`config.mk`:
```
export PLATFORM = sky130hd
export DESIGN_NAME = ttm_stack_unit
export DESIGN_NICKNAME = d
export VERILOG_FILES = /design/src/rtl/ttm_stack_pkg.sv /design/src/rtl/ttm_stack_mem.sv /design/src/rtl/ttm_stack_unit.sv
export SDC_FILE = /design/constraint.sdc
export NUM_CORES = 1
export LEC_CHECK = 0
export BUFFER_PORTS_ARGS = -buffer_cell sky130_fd_sc_hd__buf_2
export CORE_AREA = 2 2 118 120
export DETAILED_ROUTE_END_ITERATION = 12
export DIE_AREA = 0 0 120 122
export MAX_ROUTING_LAYER = met4
export PLACE_DENSITY = 0.82
export SLEW_MARGIN = 20
export SYNTH_ARGS = -nofsm -noshare
export SYNTH_HDL_FRONTEND = slang
export SYNTH_SLANG_ARGS = --single-unit
```
`constraint.sdc`:
```
create_clock -name CLK -period 3.8 [get_ports CLK]
set_input_delay 0.19 -clock CLK [delete_from_list [all_inputs] [get_ports CLK]]
set_output_delay 0.19 -clock CLK [all_outputs]
set_load 0.02 [all_outputs]
```
`src/rtl/ttm_stack_pkg.sv`:
```
`default_nettype none
// ============================================================================
// ttm_stack_pkg : shared types and helpers for the TTM4 hardware stack
// Revision 1.0
// ============================================================================
package ttm_stack_pkg;

  localparam int WRAP_DISCARD  = 0;
  localparam int WRAP_CIRCULAR = 1;

  typedef enum logic [1:0] {
    OP_NOP,
    OP_PUSH,
    OP_POP,
    OP_REPLACE
  } stackOp_t;

  // Both strobes low together means replace-top, not a conflict.
  function automatic stackOp_t decodeOp(input logic nPush, input logic nPop);
    stackOp_t op;
    case ({nPush, nPop})
      2'b01:   op = OP_PUSH;
      2'b10:   op = OP_POP;
      2'b00:   op = OP_REPLACE;
      default: op = OP_NOP;
    endcase
    return op;
  endfunction

endpackage
`default_nettype wire

```
`src/rtl/ttm_stack_mem.sv`:
```
`default_nettype none
// ============================================================================
// ttm_stack_mem : DEPTH x DATA_W register file, 1 sync write, 2 async reads
// Revision 1.0
// ============================================================================
module ttm_stack_mem #(
  parameter int DATA_W = 8,
  parameter int DEPTH  = 16,
  parameter int PTR_W  = $clog2(DEPTH)
) (
  input  logic              clk,
  input  logic              wrEn,
  input  logic [PTR_W-1:0]  wrAddr,
  input  logic [DATA_W-1:0] wrData,
  input  logic [PTR_W-1:0]  topAddr,
  output logic [DATA_W-1:0] topData,
  input  logic [PTR_W-1:0]  rdAddr,
  output logic [DATA_W-1:0] rdData
);

  logic [DATA_W-1:0] mem [DEPTH];

  always_ff @(posedge clk) begin
    if (wrEn) begin
      mem[wrAddr] <= wrData;
    end
  end

  assign topData = mem[topAddr];
  assign rdData  = mem[rdAddr];

endmodule
`default_nettype wire

```
`src/rtl/ttm_stack_unit.sv`:
```
`default_nettype none
// ============================================================================
// ttm_stack_unit : parametrised stack with pointer, storage, flags, debug read
// Revision 1.0
// ============================================================================
module ttm_stack_unit
  import ttm_stack_pkg::*;
#(
  parameter int DATA_W    = 8,
  parameter int DEPTH     = 16,
  parameter int WRAP_MODE = WRAP_DISCARD,
  parameter int PTR_W     = $clog2(DEPTH)
) (
  input  logic              CLK,
  input  logic              RST,
  input  logic              nCLR,
  input  logic              nPUSH,
  input  logic              nPOP,
  input  logic [DATA_W-1:0] DIN,
  output logic [DATA_W-1:0] TOP,
  output logic [PTR_W:0]    COUNT,
  output logic              EMPTY,
  output logic              FULL,
  output logic              OVF,
  output logic              UNF,
  input  logic [PTR_W-1:0]  RD_IDX,
  output logic [DATA_W-1:0] RD_DATA,
  output logic              RD_OOR
);

  localparam logic [PTR_W:0] FULL_CNT = (PTR_W+1)'(DEPTH);

  logic [PTR_W-1:0]  wrPtr, wrPtrNext;
  logic [PTR_W:0]    cnt, cntNext;
  logic              ovfFlag, ovfNext;
  logic              unfFlag, unfNext;

  stackOp_t          op;
  logic              isEmpty, isFull, pushReq;
  logic              memWrEn;
  logic [PTR_W-1:0]  memWrAddr;
  logic [PTR_W-1:0]  topPtr, rdPtr;
  logic [DATA_W-1:0] memTop, memRd;

  assign op      = decodeOp(nPUSH, nPOP);
  assign isEmpty = (cnt == '0);
  assign isFull  = (cnt == FULL_CNT);
  assign topPtr  = wrPtr - 1'b1;
  assign rdPtr   = wrPtr - 1'b1 - RD_IDX;
  // Replace on an empty stack has nothing to overwrite, so it degrades to a push.
  assign pushReq = (op == OP_PUSH) || ((op == OP_REPLACE) && isEmpty);

  always_comb begin
    wrPtrNext = wrPtr;
    cntNext   = cnt;
    ovfNext   = ovfFlag;
    unfNext   = unfFlag;
    memWrEn   = 1'b0;
    memWrAddr = wrPtr;
    if (!nCLR) begin
      wrPtrNext = '0;
      cntNext   = '0;
      ovfNext   = 1'b0;
      unfNext   = 1'b0;
    end else if (pushReq) begin
      if (!isFull) begin
        memWrEn   = 1'b1;
        wrPtrNext = wrPtr + 1'b1;
        cntNext   = cnt + 1'b1;
      end else begin
        ovfNext = 1'b1;
        if (WRAP_MODE == WRAP_CIRCULAR) begin
          memWrEn   = 1'b1;
          wrPtrNext = wrPtr + 1'b1;
        end
      end
    end else if (op == OP_POP) begin
      if (isEmpty) begin
        unfNext = 1'b1;
      end else begin
        wrPtrNext = wrPtr - 1'b1;
        cntNext   = cnt - 1'b1;
      end
    end else if (op == OP_REPLACE) begin
      memWrEn   = 1'b1;
      memWrAddr = topPtr;
    end
  end

  always_ff @(posedge CLK or negedge RST) begin
    if (!RST) begin
      wrPtr   <= '0;
      cnt     <= '0;
      ovfFlag <= 1'b0;
      unfFlag <= 1'b0;
    end else begin
      wrPtr   <= wrPtrNext;
      cnt     <= cntNext;
      ovfFlag <= ovfNext;
      unfFlag <= unfNext;
    end
  end

  ttm_stack_mem #(
    .DATA_W (DATA_W),
    .DEPTH  (DEPTH),
    .PTR_W  (PTR_W)
  ) uMem (
    .clk     (CLK),
    .wrEn    (memWrEn & RST),
    .wrAddr  (memWrAddr),
    .wrData  (DIN),
    .topAddr (topPtr),
    .topData (memTop),
    .rdAddr  (rdPtr),
    .rdData  (memRd)
  );

  assign RD_OOR  = ({1'b0, RD_IDX} >= cnt);
  assign TOP     = isEmpty ? '0 : memTop;
  assign RD_DATA = RD_OOR ? '0 : memRd;
  assign COUNT   = cnt;
  assign EMPTY   = isEmpty;
  assign FULL    = isFull;
  assign OVF     = ovfFlag;
  assign UNF     = unfFlag;

endmodule
`default_nettype wire

```
## After elaboration in Yosys (flattened, before gate mapping)

Memory sizes are Yosys's and may differ from the RTL's.
Cells that the tools add are included.
Widths: inputs -> output; s select.

| storage, ports and cells | value |
|---|---|
| memory bits (writable) | 128 |
| flip-flop bits (word level) | 11 |
| memories kept | 1 |

| operators by class | value |
|---|---|
| add/sub/neg operators | 5 |
| magnitude comparators | 1 |
| reductions and logical operators | 7 |
| mux-type cells | 31 |
| equal/unequal tests | 14 |
| bitwise gates (word level) | 1 |

Memories:

| name | depth | width | read ports | clocked after Yosys merged registers in | wr ports | RTL line | source |
|---|---|---|---|---|---|---|---|
| uMem.mem | 16 | 8 | 2 | 0 | 1 | ttm_stack_mem.sv:21 | `logic [DATA_W-1:0] mem [DEPTH];` |

Operator list:

| kind | number |
|---|---|
| $mux 4 | 9 |
| $mux 5 | 5 |
| $mux 8 | 2 |
| $mux 1 | 14 |
| $eq 2x2->1 const B | 3 |
| $ne 2x1->1 const B | 3 |
| $pmux 2 s3 | 1 |
| $reduce_and 3->1 | 2 |
| $add 5x1->5 const B | 1 |
| $eq 5x5->1 const B | 1 |
| $ge 4x5->1 | 1 |
| $logic_not 5->1 | 1 |
| $sub 5x1->5 const B | 1 |
| $add 4x1->4 const B | 1 |
| $eq 2x1->1 const B | 2 |
| $ne 2x2->1 const B | 2 |
| $sub 4x1->4 const B | 1 |
| $sub 4x4->4 | 1 |
| $ne 3x1->1 const B | 1 |
| $ne 3x2->1 const B | 1 |
| $ne 3x3->1 const B | 1 |
| $logic_not 2->1 | 1 |
| $reduce_and 2->1 | 1 |
| $and 1x1->1 | 1 |
| 2 further kinds | 2 |

## Longest topological paths before layout

Gate-level depths: netlist (run 1).

| depth | value |
|---|---|
| depth in word-level cells | 10 |
| depth in mapped cells | 14 |

## Hierarchy

A second synthesis (run 1) with hierarchy kept.

| second synthesis, totals | value |
|---|---|
| cells, all modules | 430 |
| area total of the unflattened synthesis | 7,164.4 um^2 |

Modules (own cells, without submodules):

| module | instances | area each (um^2) | sequential area each (um^2) | cells an instance |
|---|---|---|---|---|
| ttm_stack_mem | 1 | 6,024.5 | 3,843.7 | 291 |
| ttm_stack_unit | 1 | 1,139.8 | 275.3 | 139 |

## Least setup slack after synthesis (run 1)

No wires, ideal clock.

| path | value |
|---|---|
| path type | reg-to-output |
| start | reg wrPtr[0] |
| end | out RD_DATA[5] |
| stages on the path, launching flop included | 12 |
| path slack | -0.125 ns |
| path buffers | 3 |
| data arrival time | 3.735 ns |
| cell sequence | dfrtp_1 > buf_1 > inv_1 > ha_1 > xnor2_2 > inv_1 > ha_1 > xor2_1 > clkbuf_1 > buf_2 > a2111oi_0 > a211oi_1 |

| on the way | value |
|---|---|
| word-level cells in the longest chain between the ends | 4 |

Ends and longest elaborated chain:

| what | RTL line | source |
|---|---|---|
| start: declaration | ttm_stack_unit.sv:33 | `logic [PTR_W-1:0] wrPtr, wrPtrNext;` |
| start signal: assignment | ttm_stack_unit.sv:97 | `wrPtr <= wrPtrNext;` |
| $sub 4x1->4 | ttm_stack_unit.sv:49 | `assign rdPtr = wrPtr - 1'b1 - RD_IDX;` |
| $sub 4x4->4 | ttm_stack_unit.sv:49 |  |
| $mem_v2 16x8 | n/a |  |
| $mux 8 | ttm_stack_unit.sv:121 | `assign RD_DATA = RD_OOR ? '0 : memRd;` |
| end: declaration | ttm_stack_unit.sv:27 | `output logic [DATA_W-1:0] RD_DATA,` |

No other way between the ends.

## Worst setup path after layout (run 1)

| path | value |
|---|---|
| start | reg wrPtr[1] |
| end | out RD_DATA[4] |

The elaborated chain is that of the path after synthesis.

==> results by group, run 1 <==
Setup path
  • Cells on worst reg2reg path: 5
  • Crit-path max FO: 9
  • Setup crit start kind: flop
  • Worst R2R Start: COUNT[1]
  • WP data arrival: 3.53 ns
  • Reg-to-Reg End: uMem.mem[4][1]
  • Critical path data required time: 3.61 ns
  • Kind of critical path: flop to primary output
  • R2r setup slk: 0.74 ns
  • Critical Path End Type: primary output

Job
  • Max_cap viols: 0

STA
  • Tmin final: 3.72 ns
  • Post-Route Skew: 0.00912 ns
  • Max-slew violation count: 0
  • Count of final hold-check violations: 0
  • Max frequency: 0.269 GHz
  • Slew margin rel.: 0.341
  • Unrepaired setup endpoints after global routing: yes
  • Slew @ Worst Pin: 0.984 ns
  • Setup Viol. Count Final: 0
  • Post-route clock period utilization: 0.979

Min path
  • HP Start: nCLR
  • Hold-critical path endpoint: COUNT[3]
  • Worst hold path depth: 3
  • Min-Delay Path Class: input pin to flop

Clocking
  • Clock Tree Root: clkbuf_16
  • Num CTS Buffers: 17
  • Clk sinks: 139
  • CTS tree: yes
  • Setup Fix Bufs, Post-CTS: 0
  • H-Tree Depth: 4
  • Worst-path clk slew: 0.06 ns
  • Clock Latency Late Sink: 0.42 ns
  • Clk buf depth: 2

Detailed routing
  • Via density: 6.65
  • Pre-antenna DRT Iters: 5
  • Initial DRC Count: 607
  • Post-DRT Antenna Nets: 0
  • Drc violations: 0
  • Final WL: 18.0 mm
  • WL/cell: 26.9 um
  • DR vias: 4,461

Floorplan
  • Starting Density: 0.533
  • Die X-Extent: 120 um
  • DIE AREA: 0.0146 mm^2
  • Die Ht: 122 um
  • Core area: 0.0135 mm^2
  • FP Rows: 43
  • I/O Pins: 43

Synthesis
  • Primary FF master, synth: edfxtp_1
  • Post-Syn Area: 0.00720 mm^2
  • Leading post-synthesis cells by cell area: edfxtp_1, mux4_2, dfrtp_1, ha_1, nor2b_1
  • Top-area cell type share of the netlist area: 0.534
  • Post-synth EDFFs: 128
  • #FFs+latches synth: 139
  • Most numerous cell in the Yosys netlist: edfxtp_1
  • Commonest cells in the netlist: edfxtp_1, mux4_2, nor2_1
  • Synth area leader: edfxtp_1
  • YS warnings: 0
  • Sequential share of the synthesized area: 0.572
  • Syn Nets: 447
  • Cell count after synthesis: 418
  • Asr flop ratio synth: 0.0791
  • Post-synthesis cell type count: 53
  • Syn Area/Cell: 17.2 um^2

Cells and area
  • Final non-filler cell total: 671
  • Fillers: 916
  • Area Overhead vs Synth: 15.2%
  • Share of layout cells above drive strength 1: 0.386
  • Fin nets: 507

Global route
  • Initial antenna violation count: 1
  • Global Route Usage Sum: 0.263
  • Vias in the first global route: 4,555
  • First-pass GRT wire length: 26.7 mm
  • Total congestion overflow: 0
  • Largest net degree at the start of global routing: 35

Place
  • Placer Congestion: 0.877
  • Inst Count DP: 638
  • I/O Buffers: 42
  • DPL Wire Length: 11.6 mm

Outcome
  • Status: complete, no violations
## worst max-delay path, stage by stage (launching register included)
cell and delay (ns):
dfrtp_1 0.46, inv_1 0.11, ha_1 0.33, inv_1 0.14, ha_1 0.24, nor2b_1 0.13, o21ai_0 0.32, a21oi_2 0.26
or2_1 0.46, a211oi_1 0.42, buf_2 0.24
## sequential cells by signal (all words and copies together), names as in the netlist
register / count
uMem.mem: 128
COUNT: 5
wrPtr: 4
OVF: 1
UNF: 1
## stage by stage
| stage | setup slack (ns) | utilization | area, um^2 | hold WS (ns) | setup TNS [ns] |
|---|---|---|---|---|---|
| after global routing | -0.0243 | 0.614 | 8290 | 0.120 | -0.0431 |
| after CTS | 0.0531 | 0.613 | 8280 | 0.0850 | 0 |
| after global placement | 0.641 | 0.569 | 7690 | 0.0895 | 0 |
| after floorplan | -0.102 | - | 7210 | -0.106 | -0.613 |
| final | 0.0803 | 0.614 | 8290 | 0.101 | 0 |
| after detailed placement | 0.515 | 0.569 | 7690 | 0.0977 | 0 |
## timing repair
item	in CTS	in global routing
pin swaps	0	0
setup endpoints to repair	6	4
endpoints found under the hold margin	11	0
gates resized for setup	1	4
hold buffers	1	0
## metal layers
metal  share of wire  vias to the layer above  track usage
met5               0                        -            -
met4           0.046                        0        0.135
met3           0.093                       61       0.0637
met2            0.51                      295        0.433
met1            0.35                     2258        0.302
li1                -                     1847            -
## how the worst max path moves through the flow
| stage | from | endpoint | slack (ns) | depth (start not counted) |
|---|---|---|---|---|
| 6_report | wrPtr[1] | RD_DATA[4] | 0.08 | 10 |
| 5_1_grt | wrPtr[1] | RD_DATA[1] | -0.02 | 10 |
| 4_1_cts | wrPtr[1] | RD_DATA[2] | 0.05 | 10 |
| 3_5_place_dp | wrPtr[1] | RD_DATA[2] | 0.51 | 10 |
| 3_3_place_gp | wrPtr[1] | RD_DATA[4] | 0.64 | 10 |
| 2_1_floorplan | wrPtr[0] | RD_DATA[0] | -0.10 | 13 |
## kinds of logic (layout without fill, tap and decap cells)
logic type / after synthesis / count (layout) / share of synthesized area
other: 0 / 1 / 0
and+or+nand+nor: 81 / 81 / 0.0615
DFF: 139 / 139 / 0.572
buffers and inverters: 42 / 114 / 0.0309
xor gates and xnor gates: 14 / 14 / 0.0200
AOI/OAI and AO/OA: 46 / 46 / 0.0513
adders and majority gates: 12 / 12 / 0.0219
muxes: 84 / 84 / 0.242
## cell type report
| class | instances | area (um^2) | share of cell area |
|---|---|---|---|
| Tap cell | 180 | 225 | 0.0272 |
| Clock inverter | 14 | 148 | 0.0178 |
| Clock buffer | 17 | 425 | 0.0513 |
| Sequential cell | 139 | 4120 | 0.497 |
| Multi-Input combinational cell | 237 | 2890 | 0.348 |
| Antenna cell | 1 | 2.50 | 0.000302 |
| Inverter | 15 | 56.3 | 0.00679 |
| Timing Repair Buffer | 68 | 424 | 0.0512 |
## layout by cell type, fill, tap and decap left out, types with 3 or more instances in the layout
cell type | synthesis | layout
edfxtp_1 | 128 | 128
mux4_2 | 72 | 72
buf_2 | 10 | 42
nor2_1 | 26 | 26
buf_4 | 0 | 23
nor2b_1 | 19 | 19
clkbuf_16 | 0 | 17
inv_1 | 14 | 14
mux2i_1 | 11 | 11
dfrtp_1 | 11 | 10
xnor2_1 | 10 | 10
ha_1 | 11 | 10
nand2_1 | 8 | 8
a211oi_1 | 9 | 6
a2111oi_0 | 8 | 6
nand3_1 | 6 | 6
a21oi_1 | 7 | 6
nor3_1 | 5 | 5
nand2b_1 | 4 | 4
a31oi_1 | 4 | 4
clkinv_4 | 0 | 4
a211oi_2 | 0 | 3
clkinv_1 | 1 | 3
clkinvlp_4 | 0 | 3
Power of run 1 is left out: the tool's default activity adds up to more than one toggle a clock period on the data nets, which glitch-free logic cannot reach.
==> run 2: changes to the inputs <==
==> constraint.sdc (replaced) <==
create_clock -name CLK -period 3.6 [get_ports CLK]
set_input_delay 0.18 -clock CLK [delete_from_list [all_inputs] [get_ports CLK]]
set_output_delay 0.18 -clock CLK [all_outputs]
set_load 0.02 [all_outputs]
==> run 2 against run 1 <==
Net effect:
- first-iteration DRC count grew 32%
- largest cell class unchanged
- cell count grew 1.0%
- die area is the same
==> results by group, run 2 (synthesis results as in run 1) <==
Outcome
  • Status: complete, no violations

Floorplan
  • I/O Pins: 43 (unchanged)
  • FP Rows: 43 (unchanged)
  • Die X-Extent: 120 um (unchanged)
  • Die Ht: 122 um (unchanged)
  • DIE AREA: 0.0146 mm^2 (unchanged)
  • Core area: 0.0135 mm^2 (unchanged)
  • Starting Density: 0.533 (unchanged)

Setup path
  • Crit-path max FO: 16 (+7)
  • Bufs and invs on worst path: 4 (+1)
  • Critical Path End Type: primary output
  • R2r setup slk: 0.51 ns (-0.23 ns)
  • Worst path slowest cell: fa_2
  • Setup crit start kind: flop
  • Crit-path cells: inv_2 > ha_1 > fa_2 > buf_12 > mux4_2 > nor2b_1 > a2111oi_4 > buf_4 > a211oi_1 > buf_2
  • Crit path depth: 10 (unchanged)
  • Crit path max-delay family: adder cells
  • Critical path data required time: 3.42 ns (-0.19 ns)
  • Largest stage delay, worst path: 0.60 ns (+0.14 ns)
  • WP data arrival: 3.42 ns (-0.11 ns)
  • Cells on worst reg2reg path: 5 (unchanged)
  • Kind of critical path: flop to primary output

Global route
  • Vias in the first global route: 4,747 (+4.2%)
  • Initial antenna violation count: 0 (-1)
  • First-pass GRT wire length: 29.2 mm (+9.3%)
  • Largest net degree at the start of global routing: 41 (+17%)
  • Total congestion overflow: 0 (unchanged)
  • Global Route Usage Sum: 0.289 (+0.0262)

Cells and area
  • Most flop-heavy register: uMem.mem
  • Commonest non-fill, non-tap cell in the layout: edfxtp_1
  • Max reg flops: 128 (unchanged)
  • Final non-filler cell total: 678 (+1.0%)
  • Fin nets: 514 (+1.4%)
  • Share of layout cells above drive strength 1: 0.410 (+0.0239)
  • Most frequent cells in the layout: edfxtp_1, mux4_2, buf_2
  • Area Overhead vs Synth: 17.1%
  • ANT cells: 0 (-1)
  • Fin util: 0.624 (+0.0104)

STA
  • Post-Route Skew: 0.00905 ns (-0.0000739 ns)
  • Tmin final: 3.60 ns
  • Slew margin rel.: 0.359 (+0.0179)
  • Post-route clock period utilization: 0.999
  • Max-slew violation count: 0 (unchanged)
  • Setup_tns: 0 ns (unchanged)
  • Slew @ Worst Pin: 0.958 ns (-0.0268 ns)
  • Count of final hold-check violations: 0 (unchanged)
  • Setup Viol. Count Final: 0 (unchanged)
  • Worst hold slack: 0.0966 ns (-0.00431 ns)
  • Max frequency: 0.278 GHz

Place
  • Inst Count DP: 642 (+0.63%)
  • Placer Congestion: 0.866 (-1.2%)
  • I/O Buffers: 42 (unchanged)
  • DPL Wire Length: 12.3 mm (+6.2%)

Clocking
  • Clock Tree Root: clkbuf_16
  • Clk sinks: 139 (unchanged)
  • Worst-path clk slew: 0.06 ns (about the same)
  • Clock Latency Late Sink: 0.42 ns (about the same)
  • Num CTS Buffers: 17 (unchanged)
  • H-Tree Depth: 4 (unchanged)
  • Clk buf depth: 2 (unchanged)
  • CTS tree: yes

Detailed routing
  • Initial DRC Count: 803 (+32%)
  • DR vias: 4,732 (+6.1%)
  • WL/cell: 29.1 um (+8.2%)
  • Via density: 6.98 (+5.0%)
  • Final WL: 19.7 mm (+9.3%)
  • Pre-antenna DRT Iters: 5 (unchanged)
  • Drc violations: 0 (unchanged)
  • Post-DRT Antenna Nets: 0 (unchanged)

Min path
  • Min-Delay Path Class: input pin to flop
  • Worst hold path depth: 3 (unchanged)

Job
  • Max_cap viols: 0 (unchanged)
[run 2: cell count changes in the layout (fill, tap and decap cells not counted), moves of 2 or more]
cell | before | now
a2111oi_1 | 2 | 4
a2111oi_2 | 0 | 3
a211oi_2 | 3 | 5
buf_4 | 23 | 29
a211oi_1 | 6 | 4
clkinv_4 | 4 | 0
clkinvlp_4 | 3 | 5
clkbuf_1 | 0 | 2
a2111oi_0 | 6 | 0
[run 2: worst reg2reg max path: stages, from the launching register on]
cell and delay [ns]:
dfrtp_1 0.57, inv_1 0.23, a21oi_2 0.54, mux2i_1 0.33, nand3_1 0.25, nor2_1 0.79
[run 2: metal layers]
layer / global-route usage / vias to the layer above / part of all wire
li1: - / 1868 / -
met1: 0.352 / 2373 / 0.33
met2: 0.460 / 407 / 0.51
met3: 0.0660 / 84 / 0.11
met4: 0.140 / 0 / 0.043
met5: - / - / 0
[run 2: area by class of cell]
type / count / area (um^2)
Fill cell: 879 / 5070
Sequential cell: 139 / 4120
Multi-Input combinational cell: 237 / 2980
Timing Repair Buffer: 75 / 502
Clock buffer: 19 / 433
Tap cell: 180 / 225
Clock inverter: 13 / 118
Inverter: 15 / 56.3
[run 2: repair_timing]
item	in CTS	in global routing
setup endpoints to repair	8	8
hold endpoints to repair	11	0
hold buffers	1	0
buffers inserted	2	0
cloned	1	0
pin swaps	2	1
resized for setup	7	13
[run 2: path summary, 6_finish.rpt]
| check | start | endpoint |
|---|---|---|
| max | wrPtr[0] | RD_DATA[7] |
| min | nCLR | COUNT[3] |
| max reg2reg | COUNT[4] | uMem.mem[11][4] |
| min reg2reg | UNF | UNF |
| max in group asynchronous | RST | wrPtr[0] |
| min in group asynchronous | RST | COUNT[4] |
[run 2: stage by stage]
step,cell area [um^2],setup WS (ns)
2_1_floorplan,7240,0.00184
3_3_place_gp,7740,0.265
3_5_place_dp,7740,0.230
4_1_cts,8370,-0.00963
5_1_grt,8430,-0.0800
6_report,8430,0.00482
Power of run 2 is left out for the same reason.
==> run 3: changes to the inputs <==
--- a/config.mk
+++ b/config.mk
@@ -5,10 +5,11 @@
 export SDC_FILE = /design/constraint.sdc
 export NUM_CORES = 1
 export LEC_CHECK = 0
+export ABC_AREA = 1
 export BUFFER_PORTS_ARGS = -buffer_cell sky130_fd_sc_hd__buf_2
-export CORE_AREA = 2 2 118 120
+export CORE_AREA = 2 2 121 123
 export DETAILED_ROUTE_END_ITERATION = 12
-export DIE_AREA = 0 0 120 122
+export DIE_AREA = 0 0 123 125
 export MAX_ROUTING_LAYER = met4
 export PLACE_DENSITY = 0.82
 export SLEW_MARGIN = 20
==> run 3 against run 2 <==
Net effect:
- worst setup slack better by 0.16 ns
- global-route usage down 0.64 points
- synthesized area up 5.2%
- sequential share of layout area down 2.0 points
- flip-flop and latch count unchanged
- via count up 39%
- non-clock buffer count unchanged
- routed wire length up 5.0%
- fmax up 4.8%
==> results by group, run 3 <==
Setup path
  • Setup crit start kind: flop
  • R2r setup slk: 0.56 ns (+0.05 ns)
  • Crit-path cells: inv_1 > ha_1 > fa_2 > clkbuf_8 > o211ai_1 > o21ai_0 > nand2_1 > nand2_1 > inv_1 > nor2_1 > nor2_1 > buf_2
  • Crit-path max FO: 12 (-4)
  • Crit path max-delay family: adder cells
  • Bufs and invs on worst path: 4 (unchanged)
  • Kind of critical path: flop to primary output
  • Critical path data required time: 3.42 ns (about the same)
  • Critical Path End Type: primary output
  • Largest stage delay, worst path: 0.83 ns (+0.23 ns)
  • Worst R2R Start: COUNT[0]
  • Cells on worst reg2reg path: 11 (+6)
  • Reg-to-Reg End: uMem.mem[6][7]
  • Worst path slowest cell: fa_2
  • WP data arrival: 3.25 ns (-0.17 ns)

STA
  • Max-slew violation count: 0 (unchanged)
  • Tmin final: 3.43 ns (-0.164 ns)
  • Slew margin rel.: 0.453 (+0.0940)
  • Slew @ Worst Pin: 0.820 ns (-0.138 ns)
  • Post-Route Skew: 0.0171 ns (+0.00807 ns)
  • Post-route clock period utilization: 0.953 (-0.0457)
  • Setup Viol. Count Final: 0 (unchanged)
  • Count of final hold-check violations: 0 (unchanged)
  • Worst hold slack: 0.0304 ns (-0.0662 ns)
  • Max frequency: 0.291 GHz (+4.8%)

Detailed routing
  • Final WL: 20.7 mm (+5.0%)
  • DR vias: 6,573 (+39%)
  • Drc violations: 0 (unchanged)
  • Pre-antenna DRT Iters: 5 (unchanged)
  • WL/cell: 18.7 um (-36%)
  • Post-DRT Antenna Nets: 0 (unchanged)
  • Via density: 5.95 (-15%)
  • Initial DRC Count: 785 (-2.2%)

Synthesis
  • Syn Nets: 891 (+99%)
  • Top-area cell type share of the netlist area: 0.508 (-0.0264)
  • Most numerous cell in the Yosys netlist: nand2_1
  • Cell count after synthesis: 862 (+110%)
  • Sequential share of the synthesized area: 0.544 (-0.0283)
  • Asr flop ratio synth: 0.0791 (unchanged)
  • Synth area leader: edfxtp_1
  • Syn Area/Cell: 8.78 um^2 (-49%)
  • Commonest cells in the netlist: nand2_1, edfxtp_1, inv_1
  • Leading post-synthesis cells by cell area: edfxtp_1, nand2_1, o21ai_0, a21oi_1, inv_1
  • #FFs+latches synth: 139 (unchanged)
  • Post-synth EDFFs: 128 (unchanged)
  • Post-synthesis cell type count: 31 (-42%)
  • Post-Syn Area: 0.00757 mm^2 (+5.2%)
  • Primary FF master, synth: edfxtp_1
  • YS warnings: 0 (unchanged)

Clocking
  • Worst-path clk slew: 0.06 ns (about the same)
  • H-Tree Depth: 4 (unchanged)
  • CTS tree: yes
  • Clock Tree Root: clkbuf_16
  • Clk sinks: 139 (unchanged)
  • Clock Latency Late Sink: 0.43 ns (about the same)
  • Num CTS Buffers: 17 (unchanged)
  • Clk buf depth: 2 (unchanged)

Global route
  • Initial antenna violation count: 0 (unchanged)
  • Total congestion overflow: 0 (unchanged)
  • Largest net degree at the start of global routing: 86 (+110%)
  • Global Route Usage Sum: 0.282 (-0.00637)
  • Vias in the first global route: 5,860 (+23%)
  • First-pass GRT wire length: 31.7 mm (+8.7%)

Cells and area
  • Most flop-heavy register: uMem.mem
  • ANT cells: 0 (unchanged)
  • Area Overhead vs Synth: 16.1%
  • Most frequent cells in the layout: nand2_1, edfxtp_1, inv_1
  • Max reg flops: 128 (unchanged)
  • Fin nets: 937 (+82%)
  • Commonest non-fill, non-tap cell in the layout: nand2_1
  • Final non-filler cell total: 1,105 (+63%)
  • Share of layout cells above drive strength 1: 0.131 (-0.278)

Floorplan
  • Die Ht: 125 um (+2.5%)
  • FP Rows: 44 (+2.3%)
  • Starting Density: 0.533 (about the same)
  • Core area: 0.0142 mm^2 (+5.2%)
  • DIE AREA: 0.0154 mm^2 (+5.0%)
  • Die X-Extent: 123 um (+2.5%)
  • I/O Pins: 43 (unchanged)

Place
  • Placer Congestion: 0.920 (+6.2%)
  • Inst Count DP: 1,070 (+67%)
  • I/O Buffers: 42 (unchanged)
  • DPL Wire Length: 13.5 mm (+9.6%)

Min path
  • Min-Delay Path Class: input pin to flop
  • Worst hold path depth: 3 (unchanged)
  • Hold-critical path endpoint: OVF
  • HP Start: nCLR

Pwr
  • Worst VDD drop: 0.000643 V
  • Clock power share: 0.202
  • Sw Ratio: 0.491
  • Combinational power share: 0.592
  • Leak: 0.00367 uW
  • PD cells: 1060 mW/mm^2
  • Sequential share of power: 0.206
  • Cell Int Power: 4750 uW
  • Net switching power: 4580 uW

Job
  • Max_cap viols: 0 (unchanged)

Outcome
  • Status: complete, no violations
-- run 3: cell types whose count changed in the layout (fill, tap and decap cells not counted), moves of 32 or more --
cell	delta
nand2_1	+162
a21oi_1	+84
o21ai_0	+92
mux4_2	-72
o211ai_1	+32
nand3_1	+42
inv_1	+86
nor2_1	+52
-- run 3: worst max-delay path by stage --
stage,start,endpoint,cells past startpoint
after floorplan,wrPtr[0],RD_DATA[0],16
after detailed placement,wrPtr[1],RD_DATA[2],12
after CTS,wrPtr[1],RD_DATA[2],12
after global placement,wrPtr[1],RD_DATA[4],12
after global routing,wrPtr[1],RD_DATA[4],15
final,wrPtr[1],RD_DATA[2],12
-- run 3: power groups by stage --
stage	clock [uW]	sequential, uW	combinational [uW]
2_1_floorplan	0	1970	3580
3_3_place_gp	0	1950	5160
3_5_place_dp	0	1950	5230
4_1_cts	1890	1920	5270
5_1_grt	1970	1930	6040
6_report	1880	1920	5520
-- run 3: tightest hold or removal path: cells and delay by family --
family | cells | cell delay [ns]
buffers and inverters | 1 | 0.13
and+or+nand+nor | 2 | 0.10
-- run 3: kinds of logic (layout without fill, tap and decap cells) --
| kind of cell | Yosys count | in the layout | share of synthesized area |
|---|---|---|---|
| xor+xnor | 10 | 10 | 0.0150 |
| buf+inv | 151 | 210 | 0.0760 |
| compound gates | 239 | 239 | 0.174 |
| flops | 139 | 139 | 0.544 |
| simple gates | 304 | 304 | 0.161 |
| mux | 7 | 7 | 0.00925 |
| fa+ha+maj | 12 | 12 | 0.0208 |
-- run 3: layout make-up --
cell class                      count  area (um^2)
Timing Repair Buffer               75          503
Clock buffer                       17          425
Tap cell                          184          230
Multi-Input combinational cell    572         2910
Clock inverter                     15          213
Sequential cell                   139         4120
Fill cell                        1141         5410
Inverter                          103          387
-- run 3: repair_timing --
action | CTS | global route
buffers inserted | 0 | 2
hold endpoints to repair | 11 | 0
setup endpoints to repair | 0 | 8
resized for setup | 0 | 2
hold buffers | 1 | 0
-- run 3: layer usage --
| metal | vias up | track usage | routed length, um |
|---|---|---|---|
| li1 | 3046 | - | - |
| met1 | 2994 | 0.384 | 8170 |
| met2 | 469 | 0.416 | 9350 |
| met3 | 64 | 0.0625 | 2480 |
| met4 | 0 | 0.107 | 699 |
| met5 | - | - | 0 |
-- run 3: metrics by stage --
step | instance area (um^2) | total power (uW) | setup TNS [ns] | utilization | setup slack [ns]
finish | 8790 | 9330 | 0 | 0.619 | 0.169
global route | 8790 | 9940 | -0.00427 | 0.619 | -0.00427
CTS | 8750 | 9090 | 0 | 0.616 | 0.0623
detailed placement | 8100 | 7190 | 0 | 0.570 | 0.544
global placement | 8100 | 7110 | 0 | 0.570 | 0.631
floorplan | 7580 | 5550 | 0 | - | 0.0357
(Power assumes the default switching activity.)
